==> src/rtl/video_pkg.sv <==
// rtl/video_pkg.sv - 640x480@60 timing constants, pixel types and RGB444->RGB888 expansion
package video_pkg;

   localparam int VGA_H_ACTIVE = 640;
   localparam int VGA_H_FP     = 16;
   localparam int VGA_H_SYNC   = 96;
   localparam int VGA_H_BP     = 48;
   localparam int VGA_V_ACTIVE = 480;
   localparam int VGA_V_FP     = 10;
   localparam int VGA_V_SYNC   = 2;
   localparam int VGA_V_BP     = 33;
   localparam int VGA_H_TOTAL  = VGA_H_ACTIVE + VGA_H_FP + VGA_H_SYNC + VGA_H_BP;
   localparam int VGA_V_TOTAL  = VGA_V_ACTIVE + VGA_V_FP + VGA_V_SYNC + VGA_V_BP;

   typedef struct packed {
      logic [3:0] r;
      logic [3:0] g;
      logic [3:0] b;
   } rgb444_t;

   typedef struct packed {
      logic [7:0] r;
      logic [7:0] g;
      logic [7:0] b;
   } rgb888_t;

   // Timing flags carried alongside the read pipeline.
   typedef struct packed {
      logic de;
      logic hs;
      logic vs;
      logic fs;
   } tim_t;

   function automatic rgb888_t rgb444_to_888(input rgb444_t p);
      rgb888_t q;
      q.r = {p.r, p.r};
      q.g = {p.g, p.g};
      q.b = {p.b, p.b};
      return q;
   endfunction

endpackage

==> src/rtl/video_timing_gen.sv <==
// rtl/video_timing_gen.sv - free-running h/v raster counters with active/sync/frame-start decode
module video_timing_gen
   import video_pkg::*;
#(
   parameter int H_ACTIVE = VGA_H_ACTIVE,
   parameter int H_FP     = VGA_H_FP,
   parameter int H_SYNC   = VGA_H_SYNC,
   parameter int H_BP     = VGA_H_BP,
   parameter int V_ACTIVE = VGA_V_ACTIVE,
   parameter int V_FP     = VGA_V_FP,
   parameter int V_SYNC   = VGA_V_SYNC,
   parameter int V_BP     = VGA_V_BP,
   parameter int HW       = $clog2(H_ACTIVE + H_FP + H_SYNC + H_BP),
   parameter int VW       = $clog2(V_ACTIVE + V_FP + V_SYNC + V_BP)
) (
   input  logic          clk,
   input  logic          rst,
   output logic [HW-1:0] h,
   output logic [VW-1:0] v,
   output logic          active,
   output logic          hs_act,
   output logic          vs_act,
   output logic          frame_start,
   output logic          line_last,
   output logic          frame_last
);

   localparam int HT = H_ACTIVE + H_FP + H_SYNC + H_BP;
   localparam int VT = V_ACTIVE + V_FP + V_SYNC + V_BP;

   localparam logic [HW-1:0] H_LAST = HW'(HT - 1);
   localparam logic [VW-1:0] V_LAST = VW'(VT - 1);
   localparam logic [HW-1:0] HA     = HW'(H_ACTIVE);
   localparam logic [HW-1:0] HS_BEG = HW'(H_ACTIVE + H_FP);
   localparam logic [HW-1:0] HS_END = HW'(H_ACTIVE + H_FP + H_SYNC);
   localparam logic [VW-1:0] VA     = VW'(V_ACTIVE);
   localparam logic [VW-1:0] VS_BEG = VW'(V_ACTIVE + V_FP);
   localparam logic [VW-1:0] VS_END = VW'(V_ACTIVE + V_FP + V_SYNC);

   always_ff @(posedge clk or posedge rst) begin
      if (rst) begin
         h <= '0;
         v <= '0;
      end else if (line_last) begin
         h <= '0;
         v <= frame_last ? '0 : v + 1'b1;
      end else begin
         h <= h + 1'b1;
      end
   end

   assign line_last   = (h == H_LAST);
   assign frame_last  = (v == V_LAST);
   assign active      = (h < HA) && (v < VA);
   assign hs_act      = (h >= HS_BEG) && (h < HS_END);
   assign vs_act      = (v >= VS_BEG) && (v < VS_END);
   assign frame_start = (h == '0) && (v == '0);

endmodule

==> src/rtl/frame_reader.sv <==
// rtl/frame_reader.sv - scans the QVGA buffer pixel-doubled onto a 640x480 raster, RGB444->RGB888 out
module frame_reader
   import video_pkg::*;
#(
   parameter int   H_ACTIVE = VGA_H_ACTIVE,
   parameter int   H_FP     = VGA_H_FP,
   parameter int   H_SYNC   = VGA_H_SYNC,
   parameter int   H_BP     = VGA_H_BP,
   parameter int   V_ACTIVE = VGA_V_ACTIVE,
   parameter int   V_FP     = VGA_V_FP,
   parameter int   V_SYNC   = VGA_V_SYNC,
   parameter int   V_BP     = VGA_V_BP,
   parameter logic HS_POL   = 1'b0,
   parameter logic VS_POL   = 1'b0,
   parameter int   SRC_W    = H_ACTIVE / 2,
   parameter int   ADDR_W   = 17,
   parameter int   PIX_W    = 12
) (
   input  logic              iclk,
   input  logic              ireset,
   input  logic              ienable,
   output logic [ADDR_W-1:0] oaddr,
   output logic              ord_en,
   input  logic [PIX_W-1:0]  irdata,
   output logic              ohsync,
   output logic              ovsync,
   output logic              ode,
   output logic [23:0]       opixel,
   output logic              oframe_start
);

   localparam int HW = $clog2(H_ACTIVE + H_FP + H_SYNC + H_BP);
   localparam int VW = $clog2(V_ACTIVE + V_FP + V_SYNC + V_BP);

   logic [HW-1:0]     h;
   logic [VW-1:0]     v;
   logic              active, hs_act, vs_act, frame_start, line_last, frame_last;
   logic              en_latch, frame_en;
   logic [ADDR_W-1:0] line_base, rd_addr;
   tim_t              s1, s2;
   logic              rd_en2;

   video_timing_gen #(
      .H_ACTIVE(H_ACTIVE), .H_FP(H_FP), .H_SYNC(H_SYNC), .H_BP(H_BP),
      .V_ACTIVE(V_ACTIVE), .V_FP(V_FP), .V_SYNC(V_SYNC), .V_BP(V_BP),
      .HW(HW), .VW(VW)
   ) u_timing (
      .clk(iclk), .rst(ireset), .h(h), .v(v),
      .active(active), .hs_act(hs_act), .vs_act(vs_act),
      .frame_start(frame_start), .line_last(line_last), .frame_last(frame_last)
   );

   // The frame's first pixel already uses the freshly sampled enable.
   assign frame_en = frame_start ? ienable : en_latch;
   assign rd_addr  = line_base + ADDR_W'(h[HW-1:1]);

   always_ff @(posedge iclk or posedge ireset) begin
      if (ireset) begin
         en_latch  <= 1'b0;
         line_base <= '0;
      end else begin
         en_latch <= frame_en;
         if (line_last) begin
            if (frame_last)
               line_base <= '0;
            else if (v[0] && (v < VW'(V_ACTIVE)))
               line_base <= line_base + ADDR_W'(SRC_W);
         end
      end
   end

   // Stage 1: read request; stage 2: read data returns; stage 3: display outputs.
   always_ff @(posedge iclk or posedge ireset) begin
      if (ireset) begin
         oaddr        <= '0;
         ord_en       <= 1'b0;
         s1           <= '0;
         s2           <= '0;
         rd_en2       <= 1'b0;
         ode          <= 1'b0;
         ohsync       <= ~HS_POL;
         ovsync       <= ~VS_POL;
         oframe_start <= 1'b0;
         opixel       <= '0;
      end else begin
         ord_en <= active && frame_en;
         if (active && frame_en)
            oaddr <= rd_addr;
         s1     <= '{de: active, hs: hs_act, vs: vs_act, fs: frame_start};
         s2     <= s1;
         rd_en2 <= ord_en;
         ode          <= s2.de;
         ohsync       <= s2.hs ? HS_POL : ~HS_POL;
         ovsync       <= s2.vs ? VS_POL : ~VS_POL;
         oframe_start <= s2.fs;
         opixel       <= (s2.de && rd_en2) ? rgb444_to_888(rgb444_t'(irdata)) : 24'h0;
      end
   end

endmodule

==> config.mk <==
export PLATFORM = sky130hd
export DESIGN_NAME = frame_reader
export DESIGN_NICKNAME = d
export VERILOG_FILES = /design/src/rtl/video_pkg.sv /design/src/rtl/video_timing_gen.sv /design/src/rtl/frame_reader.sv
export SDC_FILE = /design/constraint.sdc
export NUM_CORES = 1
export LEC_CHECK = 0
export CORE_MARGIN = 2
export CORE_UTILIZATION = 54
export CTS_BUF_LIST = sky130_fd_sc_hd__clkbuf_16
export DETAILED_ROUTE_END_ITERATION = 7
export GPL_TIMING_DRIVEN = 0
export PLACE_DENSITY = 0.83
export SLEW_MARGIN = 5
export SYNTH_ARGS = -nofsm -noshare
export SYNTH_HDL_FRONTEND = slang
export SYNTH_SLANG_ARGS = --single-unit
==> constraint.sdc <==
create_clock -name iclk -period 3.35 [get_ports iclk]
set_input_delay 0.5025 -clock iclk [delete_from_list [all_inputs] [get_ports iclk]]
set_output_delay 0.5025 -clock iclk [all_outputs]
set_load 0.02 [all_outputs]
## Word-level counts from Yosys, hierarchy flattened

Cells that the tools add are included.

| storage, ports and cells | value |
|---|---|
| output and inout port bits | 46 |
| bits in registers | 93 |
| input port bits | 15 |
| logic and storage cells | 51 |

| cells by class | value |
|---|---|
| mux-type cells | 8 |
| add/sub/neg operators | 4 |
| reduce and logical (&&, ||, !) cells | 11 |
| $lt $le $gt $ge | 6 |
| eq/ne operators | 2 |

Operator list:

| kind | number |
|---|---|
| 17-bit two-way mux | 2 |
| 24-bit two-way mux | 1 |
| 10-bit by 1-bit adder with 10-bit output, second input constant | 2 |
| 10-bit == test, second input constant | 2 |
| 10-bit zero test | 2 |
| 10-bit < comparator, second input constant | 2 |
| 10-bit by 9-bit < comparator with 1-bit output, second input constant | 2 |
| 10-bit two-way mux | 2 |
| 17-bit by 9-bit adder with 17-bit output | 1 |
| 17-bit by 9-bit adder with 17-bit output, second input constant | 1 |
| 10-bit greater-or-equal comparator, second input constant | 1 |
| 10-bit by 9-bit greater-or-equal comparator with 1-bit output, second input constant | 1 |
| 1-bit logical AND | 7 |
| 1-bit two-way mux | 3 |
| 2-bit AND reduction | 1 |
| 2-bit nonzero test | 1 |

## Logic depth before layout (Yosys ltp)

Gate-level depths: netlist of the first run.

| depth | value |
|---|---|
| word-level depth | 4 |
| gate-level depth with buffers | 9 |
| depth with buffers taken out | 7 |

## Hierarchy

Synthesis of the first run repeated with hierarchy kept, for this count alone.

| second synthesis, totals | value |
|---|---|
| cell total of the unflattened synthesis | 317 |
| area total of the unflattened synthesis | 3439.5 um2 |

Modules (own cells, without submodules):

| module | seq. area each (um2) | area each (um2) | cells an instance | times used |
|---|---|---|---|---|
| frame_reader | 1378.8 | 2301.0 | 196 | 1 |
| video_timing_gen | 500.5 | 1138.6 | 121 | 1 |

## Least setup slack after synthesis of the first run

OpenSTA, ideal clock, no wires.

| path | value |
|---|---|
| path kind | flip-flop to flip-flop |
| start point | register u_timing.v[0] |
| end point | register oaddr[0] |
| stages on the path, launching flop included | 10 |
| setup time | 125 ps |
| path slack | 1200 ps |
| buffers on the path | 2 |
| arrival | 2025 ps |
| data required time | 3225 ps |
| clock period less this slack | 2150 ps |
| path through | dfrtp_1 > inv_1 > ha_1 > nor2b_1 > nand3_1 > nor3_4 > mux2_4 > buf_12 > buf_12 > mux2_4 |

| between the ends | value |
|---|---|
| word-level cells in the longest chain between the ends | 4 |
| elaborated cells between the ends (all ways) | 6 |
| those cells by class | order compare (1); mux (1); reduce/logical (4) |

Ends and longest elaborated chain:

| what | line | text |
|---|---|---|
| from (decl) | video_timing_gen.sv:19 | `output logic [VW-1:0] v,` |
| from (signal assigned) | video_timing_gen.sv:46 | `v <= frame_last ? '0 : v + 1'b1;` |
| parallel branches: the longest is 3 deep, another holds 10-bit by 9-bit < comparator with 1-bit output | - |  |
| 1-bit logical AND * | frame_reader.sv:87 | `if (active && frame_en)` |
| to (signal assigned) | frame_reader.sv:88 | `oaddr <= rd_addr;` |
| to (decl) | frame_reader.sv:22 | `output logic [ADDR_W-1:0] oaddr,` |

Every way passes the cells marked *.
A chain may end at the register's enable or synchronous reset.

## Worst setup path after layout of the first run

| path | value |
|---|---|
| start point | register u_timing.v[1] |
| end point | register oaddr[0] |

Same word-level chain as after synthesis.

==> summary.txt, run 1 <==
Yosys warnings - 0
Largest family of logic cells by synthesized area - simple AND/OR/NAND/NOR gates
Final Cell Area - 4610 sq um
LEAKAGE - 2.18 nW
Number of global-route vias before repair - 2611
Share of post-route cells with drive strength above 1 - 16.3%
Bufs on Longest Clock Path - 2
Setup slack after placement - 1070 ps
Clock Pin Slew Worst Setup and Hold Paths - 60 ps
Gpl congestion - 0.811
Max-slew violations - 0
Fmax achieved - 422 MHz
Die width - 84.8 microns
Hold_buf cts - 0
Placeable Area - 6310 sq um
#FFs+latches synth - 75
Largest net degree at the start of global routing - 53
CP top delay family - simple AND/OR/NAND/NOR gates
Vias - 2609
PortBufs - 60
Sequential share of the synthesized area - 53.4%
Dpl cell area - 4250 sq um
Post-synthesis mux area share - 7.71%
Number of H-tree levels - 3
Top cell type's share of synthesized area - 51.9%
CP max stage cell - dfrtp_1
Arr. time, crit path - 2580 ps
CP max FO - 10
Crit Path Class - register to register
Worst-path cell chain - inv_1, ha_1, nor2b_1, nand3_1, nor3_4, mux2_4, buf_12, buf_12, mux2_4
Cell taking the most area after synthesis - dfrtp_1
Commonest non-fill, non-tap cell in the layout - dfrtp_1
Non-filler cells, final - 464
PwrDens - 482 nW/um^2
Post-CTS sizing - 0
GRT Total Usage - 22.6%
Comb pwr share - 6.2%
Synth Area in Simple Gates - 16.2%
Crit path launch type - register
Row count - 29
Mapped cell area - 3520 sq um
Clock Power Share - 52.1%
Placed instance count - 448
First drt pass iteration count - 4
WL final - 7.75 mm
Drt drc - 0
Syn_nets - 333
Asr flop ratio synth - 100%
Final setup fails - 0
Status - finished, final reports clean
Xor and xnor area share after synthesis - 4.97%
Bufs and invs on worst path - 3
Diodes inserted - 0
Max stage delay on crit path - 410 ps
Detailed placer's ending HPWL - 4.86 mm
Pwr Total - 2.22 mW
Synth area leaders - dfrtp_1 52%, mux2_4 4.3%, and3_1 3.2%
I/O pins - 61
Root buf cell - clkbuf_16
CP Capture Type - register
Max transition margin - 42.4%
First-pass GRT wire length - 12.9 mm
Max-cap violations - 0
Min Tclk post-route - 2370 ps
Compound-Gate Fraction of Synth Area - 7.99%
GRT Residual Overflow - 0
Post-route ant nets - 0
CTS Buf Count - 9
P&R area growth vs syn - 30.8%
Synth Area per Inst - 11.4 sq um
Starting DRC count in detailed routing - 164
Post-synth EDFFs - 0
Number of antenna violations at the first check in global routing - 0
RSZ-0062 raised after global routing - no
Nets - 405
Fin Clk Skew - 5.34 ps
Die area - 7180 sq um
Highest-count cells in the layout ignoring fill and taps - 73 x dfrtp_1, 60 x clkdlybuf4s50_1, 21 x nand2_1, 20 x o21ai_0, 18 x and3_1
Die span in y - 84.8 microns
Switching Fraction - 19.5%
Starting Density - 55.8%
Worst VDD drop - 0.000324 V
Min-Delay Path Class - register to register
Clk sinks - 75
Final setup margin - 983 ps
Tcrit/Tclk final - 70.7%
P_sw - 0.433 mW
Mapped Cells - 310
Worst endpoint required time - 3560 ps
Synth cell types - 45
Routed vias/inst - 5.62
Routed WL per cell - 16.7 microns
Internal - 1.79 mW
# Post-CTS Setup Buffers - 0
Final Hold Fails - 0
Slew @ Worst Pin - 856 ps
Prevailing post-synth register cell - dfrtp_1
Post-Synth Adder-Cell Area - 2.84%
CTS tree - done
Sequential power share - 41.7%
Final core occ - 73.0%
Clock Latency Late Sink - 330 ps
## sequential cells by signal (all words and copies together) (netlist names)
| signal | cells |
|---|---|
| s1 | 4 |
| opixel | 12 |
| en_latch | 1 |
| u_timing.h | 10 |
| u_timing.v | 10 |
| oframe_start | 1 |
| rd_en2 | 1 |
| ode | 1 |
| line_base | 11 |
| ord_en | 1 |
| oaddr | 17 |
| ovsync | 1 |
| ohsync | 1 |
| s2 | 4 |
## cell families (layout without fill, tap and decap cells)
logic type	Yosys count	count (layout)
AOI/OAI and AO/OA	47	47
xor gates and xnor gates	20	20
adders and majority gates	8	8
buffers and inverters	40	117
DFF	75	75
muxes	21	21
and+or+nand+nor	99	99
## cell type report
cell class / instances / area, sq um
sequential: 75 / 1880
fill: 425 / 1710
multi-input combinational: 195 / 1400
timing repair buffer: 61 / 628
clock buffer: 9 / 225
buffer: 28 / 199
clock inverter: 7 / 133
tap: 77 / 96.3
inverter: 12 / 47.5
## metrics by stage
step / hold WS, ps / setup TNS (ps)
3_3_place_gp: 333 / -12900
2_1_floorplan: 331 / 0
6_report: 348 / 0
3_5_place_dp: 335 / 0
4_1_cts: 342 / 0
5_1_grt: 357 / 0
## final timing paths
kind	slack [ps]	startpoint	to	cells past startpoint
max reg2reg	980	u_timing.v[1]	oaddr[0]	9
min reg2reg	350	s2[1]	ovsync	1
min in group asynchronous	490	ireset	oaddr[4]	2
max in group asynchronous	2270	ireset	ovsync	3
min	350	s2[1]	ovsync	1
max	980	u_timing.v[1]	oaddr[0]	9
## routing by layer
metal  wire, microns  share of wire (%)  track usage [%]  vias to the layer above
li1                -                  -                -                     1210
met1            3370                 43             29.6                     1280
met2            3810                 49             36.6                      101
met3             392                5.1             3.93                       18
met4             176                2.3             11.0                        0
met5               0                  0                0                        -
## synth_stat cells, types with 5 or more instances
cell type and instances:
dfrtp_1 73, nand2_1 21, o21ai_0 20, and3_1 18, buf_4 13, nor2_1 13, inv_1 12, nand3_1 12
xor2_1 11, mux2_4 10, a21oi_1 9, mux2_2 9, xnor2_1 9, clkbuf_1 8, ha_1 8, nand2b_1 5
nand4_1 5, nor3_1 5
## power by group through the flow
stage | Combinational (mW) | Clock (mW) | Sequential, mW
finish | 0.137 | 1.16 | 0.925
global route | 0.146 | 1.21 | 0.926
CTS | 0.139 | 1.17 | 0.925
detailed placement | 0.138 | 0 | 0.941
global placement | 0.130 | 0 | 0.940
floorplan | 0.0577 | 0 | 0.954
(Power assumes the default switching activity.)
==> run 2: changes to the inputs <==
--- a/config.mk
+++ b/config.mk
@@ -6,11 +6,11 @@
 export NUM_CORES = 1
 export LEC_CHECK = 0
 export CORE_MARGIN = 2
-export CORE_UTILIZATION = 54
+export CORE_UTILIZATION = 53
 export CTS_BUF_LIST = sky130_fd_sc_hd__clkbuf_16
 export DETAILED_ROUTE_END_ITERATION = 7
 export GPL_TIMING_DRIVEN = 0
-export PLACE_DENSITY = 0.83
+export PLACE_DENSITY = 0.82
 export SLEW_MARGIN = 5
 export SYNTH_ARGS = -nofsm -noshare
 export SYNTH_HDL_FRONTEND = slang
==> constraint.sdc (replaced) <==
create_clock -name iclk -period 2.25 [get_ports iclk]
set_input_delay 0.3375 -clock iclk [delete_from_list [all_inputs] [get_ports iclk]]
set_output_delay 0.3375 -clock iclk [all_outputs]
set_load 0.02 [all_outputs]
==> run 2 against run 1 <==
  * Core utilization is 0.19 points higher
  * First-iteration DRC count is 21% lower
  * Total power is 36% higher
  * Clock skew is 2.9 ps higher
  * Critical path depth is 1 lower
  * Flip-flop and latch count stayed put
  * Worst setup slack worse by 920 ps
  * Highest routed layer unchanged
==> summary.txt, run 2 (synthesized netlist as in run 1, its figures left out) <==
Status - finished, final reports clean
Placed instance count - 448
WL final - 7.25 mm
CP Capture Type - register
Min-Delay Path Class - primary input to async pin
Post-route ant nets - 0
Worst VDD drop - 0.000457 V
Reg area - 1880 sq um
Sequential power share - 45.7%
Internal - 2.34 mW
P_sw - 0.674 mW
Bufs on Longest Clock Path - 2
Drt drc - 0
Most frequent CP cell - mux2_4
Clock Power Share - 47.7%
PwrDens - 644 nW/um^2
Pwr Total - 3.01 mW
CTS Buf Count - 9
Arr. time, crit path - 2400 ps
First-pass GRT wire length - 11.9 mm
Share of post-route cells with drive strength above 1 - 22.4%
Number of H-tree levels - 3
GRT Total Usage - 20.8%
Worst-path cell chain - inv_2, ha_2, nor2b_4, nand3_2, nor3_4, mux2_4, buf_12, mux2_4
Row count - 29
Starting Density - 55.2%
Slew @ Worst Pin - 537 ps
Gpl congestion - 0.796
Max transition margin - 64.0%
PortBufs - 60
Die span in y - 85.5 microns
Largest regs - oaddr x17, opixel x12, line_base x11
Max stage delay on crit path - 450 ps
Commonest non-fill, non-tap cell in the layout - dfrtp_1
Placeable Area - 6390 sq um
Final setup margin - 67.1 ps
Fin Clk Skew - 8.29 ps
First drt pass iteration count - 4
Detailed placer's ending HPWL - 4.80 mm
Clk sinks - 75
Starting DRC count in detailed routing - 129
Fill cell count - 432
WL met3 - 374 microns
Comb pwr share - 6.6%
Nets - 416
WL met1 - 3.24 mm
Vias - 2652
Final Hold Fails - 0
Area of the multi-input gates - 1440 sq um
WL met2 - 3.51 mm
Max-slew violations - 0
Number of antenna violations at the first check in global routing - 0
Crit Path Class - register to register
Depth of the most critical reg-to-reg path - 8
Routed vias/inst - 5.58
Final setup fails - 0
CTS tree - done
Routed WL per cell - 15.3 microns
Fmax achieved - 458 MHz
Biggest register - oaddr
Top Metal Used - met4
Tcrit/Tclk final - 97.0%
GRT Residual Overflow - 0
Largest net degree at the start of global routing - 58
Die area - 7310 sq um
Hold_buf cts - 0
CP max FO - 10
Crit path launch type - register
P&R area growth vs syn - 32.6%
Number of global-route vias before repair - 2585
LEAKAGE - 2.22 nW
Number of flip-flops under the largest register name - 17
Switching Fraction - 22.4%
Diodes inserted - 0
Clock Latency Late Sink - 330 ps
CP max stage cell - dfrtp_2
Highest-count cells in the layout ignoring fill and taps - 70 x dfrtp_1, 60 x clkdlybuf4s50_1, 27 x buf_4, 21 x nand2_1, 20 x o21ai_0
Max-cap violations - 0
Die width - 85.5 microns
Min Tclk post-route - 2180 ps
Root buf cell - clkbuf_16
Worst endpoint required time - 2470 ps
Non-filler cells, final - 475
Clock Pin Slew Worst Setup and Hold Paths - 60 ps
Setup slack after placement - -78.6 ps
I/O pins - 61
[run 2: cell count changes in the layout (fill, tap and decap cells not counted), sizes merged]
cell,previous run,this run
clkbuf,17,16
inv,14,13
clkinvlp,0,2
bufinv,4,1
clkinv,1,3
buf,21,33
[run 2: layout make-up]
cell class,count,share of cell area [%]
multi-input combinational,195,30.8
inverter,12,1.02
clock inverter,7,1.63
tap,77,2.06
buffer,26,3.83
sequential,75,40.3
clock buffer,9,4.82
timing repair buffer,74,15.5
[run 2: power by group through the flow]
stage / sequential [mW] / combinational, mW / clock, mW
global placement: 1.40 / 0.194 / 0
CTS: 1.38 / 0.207 / 1.45
global route: 1.38 / 0.212 / 1.50
floorplan: 1.42 / 0.0859 / 0
detailed placement: 1.40 / 0.206 / 0
finish: 1.38 / 0.198 / 1.43
[run 2: metal layers]
metal | vias to the layer above | track usage (%)
met1 | 1317 | 26.9
met5 | - | 0
li1 | 1236 | -
met3 | 12 | 5.00
met4 | 0 | 9.96
met2 | 87 | 33.1
[run 2: worst paths after layout]
path | startpoint | end | slack, ps
worst max-delay path | u_timing.v[0] | oaddr[2] | 70
worst min-delay path | ireset | u_timing.h[2] | 300
worst max register to register | u_timing.v[0] | oaddr[2] | 70
worst min register to register | s1[3] | s2[3] | 350
max in group asynchronous | ireset | ovsync | 1390
min in group iclk | s1[3] | s2[3] | 350
[run 2: critical path, delay by kind of cell (launching register included)]
family	cells	cell delay (ps)
adder cells (fa/ha/maj)	1	160
buffers and inverters	2	250
flip-flops	1	450
multiplexers	2	700
AND/OR/NAND/NOR	3	510
[run 2: repair_timing]
action	4_1_cts	5_1_grt
pin swaps	3	4
buffers inserted	2	11
resized for setup	5	12
endpoints found under the setup margin	9	27
[run 2: stage by stage]
step	area (sq um)	hold slack (ps)	TNS, ps	util (%)
2_1_floorplan	3520	331	0	-
3_3_place_gp	4220	333	-84530	66.1
3_5_place_dp	4250	336	-605	66.5
4_1_cts	4590	305	0	71.8
5_1_grt	4670	340	-45.1	73.2
6_report	4670	296	0	73.2
==> run 3: changes to the inputs <==
--- a/config.mk
+++ b/config.mk
@@ -6,11 +6,11 @@
 export NUM_CORES = 1
 export LEC_CHECK = 0
 export CORE_MARGIN = 2
-export CORE_UTILIZATION = 53
-export CTS_BUF_LIST = sky130_fd_sc_hd__clkbuf_16
+export CORE_UTILIZATION = 54
+export CTS_BUF_LIST = sky130_fd_sc_hd__clkbuf_8
 export DETAILED_ROUTE_END_ITERATION = 7
 export GPL_TIMING_DRIVEN = 0
-export PLACE_DENSITY = 0.82
+export PLACE_DENSITY = 0.83
 export SLEW_MARGIN = 5
 export SYNTH_ARGS = -nofsm -noshare
 export SYNTH_HDL_FRONTEND = slang
==> run 3 against run 2 <==
  * Non-clock buffer count decreased by 4
  * Core utilization decreased by 0.25 points
  * Final area decreased by 1.5%
  * Clock power decreased by 6%
  * Largest power group is now sequential cells
  * Worst setup slack improved by 36 ps
  * Via count decreased by 0.98%
==> summary.txt, run 3 (synthesized netlist as in run 1, its figures left out) <==
Status - finished, final reports clean
CTS tree - done
Bufs on Longest Clock Path - 2
Row count - 29
Worst-path cell chain - inv_1, ha_1, nor2b_4, nand3_2, nor3_4, mux2_4, buf_12, mux2_4
CP max FO - 10
Diodes inserted - 0
LEAKAGE - 2.20 nW
PortBufs - 60
Starting Density - 55.8%
Sequential power share - 47.2%
PwrDens - 633 nW/um^2
Final Hold Fails - 0
Arr. time, crit path - 2370 ps
CP top delay family - multiplexers
Commonest non-fill, non-tap cell in the layout - dfrtp_1
Nets - 412
Detailed placer's ending HPWL - 4.86 mm
WL final - 7.70 mm
Placeable Area - 6310 sq um
Biggest register - oaddr
Max stage delay on crit path - 420 ps
Worst endpoint required time - 2470 ps
Placed instance count - 448
Largest regs - oaddr x17, opixel x12, line_base x11
First-pass GRT wire length - 12.8 mm
Drt drc - 0
Crit path launch type - register
Number of flip-flops under the largest register name - 17
CP max stage cell - dfrtp_1
Routed vias/inst - 5.58
Slew @ Worst Pin - 546 ps
Share of post-route cells with drive strength above 1 - 20.3%
Switching Fraction - 20.7%
Min-Delay Path Class - primary input to async pin
Worst VDD drop - 0.000435 V
Bufs and invs on worst path - 2
P&R area growth vs syn - 30.7%
Routed WL per cell - 16.3 microns
Starting DRC count in detailed routing - 99
Fmax achieved - 466 MHz
Tcrit/Tclk final - 95.4%
Clock Latency Late Sink - 340 ps
Highest-count cells in the layout ignoring fill and taps - 71 x dfrtp_1, 60 x clkdlybuf4s50_1, 22 x buf_4, 21 x nand2_1, 20 x o21ai_0
Largest net degree at the start of global routing - 53
Root buf cell - clkbuf_8
GRT Residual Overflow - 0
Die area - 7180 sq um
GRT Total Usage - 22.4%
Fin Setup TNS - 0 ps
Die width - 84.8 microns
Min Tclk post-route - 2150 ps
Gpl congestion - 0.811
P_sw - 0.603 mW
Clock Power Share - 46.0%
RSZ-0062 raised after global routing - no
Internal - 2.31 mW
Clk sinks - 75
First drt pass iteration count - 4
CP Capture Type - register
Number of global-route vias before repair - 2692
Non-filler cells, final - 471
Final Cell Area - 4600 sq um
Post-route ant nets - 0
I/O pins - 61
Final setup fails - 0
Reg-to-reg slack, setup - 100 ps
Dpl cell area - 4250 sq um
Crit Path Class - register to register
Die span in y - 84.8 microns
Number of antenna violations at the first check in global routing - 0
Most frequent CP cell - mux2_4
Max transition margin - 63.3%
Max-slew violations - 0
Fin Clk Skew - 9.44 ps
Max-cap violations - 0
Comb pwr share - 6.8%
Vias - 2626
Number of H-tree levels - 3
Clock Pin Slew Worst Setup and Hold Paths - 80 ps
CTS Buf Count - 9
Hold_buf cts - 0
run 3: cell count changes in the layout (fill, tap and decap cells not counted), moves of 2 or more:
cell,change
buf_4,-5
bufinv_16,+3
clkbuf_16,-9
clkbuf_8,+9
clkinv_4,-2
clkinvlp_4,-2
inv_1,+4
inv_2,-2
run 3: worst paths after layout:
check,startpoint,to,depth (start not counted)
min in group iclk,s1[2],s2[2],0
worst max register to register,u_timing.v[1],oaddr[0],8
worst max-delay path,u_timing.v[1],oaddr[0],8
worst min-delay path,ireset,oaddr[4],2
worst min register to register,s1[2],s2[2],0
max in group asynchronous,ireset,ovsync,3
run 3: routing by layer:
layer	up-vias	share of wire [%]	global-route usage (%)
met4	0	3.7	12.4
met5	-	0	0
met2	82	48	36.4
met1	1290	44	28.2
met3	26	4.3	4.33
li1	1228	-	-
run 3: per-stage QoR:
stage / worst slack, ps / power [mW] / hold WS [ps] / utilization [%]
6_report: 103 / 2.91 / 314 / 72.9
5_1_grt: 27.0 / 3.00 / 346 / 72.9
4_1_cts: 4.15 / 2.94 / 312 / 72.4
3_5_place_dp: -27.9 / 1.61 / 335 / 67.3
3_3_place_gp: -1120 / 1.59 / 333 / 66.8
2_1_floorplan: 5.83 / 1.51 / 331 / -
run 3: power by group through the flow:
stage          Sequential, mW  Clock [mW]  Combinational [mW]
2_1_floorplan            1.42           0              0.0859
3_3_place_gp             1.40           0               0.194
3_5_place_dp             1.40           0               0.206
4_1_cts                  1.37        1.35               0.206
5_1_grt                  1.38        1.41               0.212
6_report                 1.37        1.34               0.199
run 3: final cells by class:
class | count | area [sq um]
Buffer | 26 | 183
Clock inverter | 7 | 133
Timing Repair Buffer | 70 | 696
Sequential cell | 75 | 1880
Fill cell | 432 | 1710
Clock buffer | 9 | 124
Inverter | 12 | 47.5
Tap cell | 77 | 96.3
Multi-Input combinational cell | 195 | 1440
run 3: repair_timing:
action,CTS,global route
gates resized for setup,7,8
setup endpoints to repair,14,16
setup buffers,4,5
pin swaps,2,4
cloned,0,0
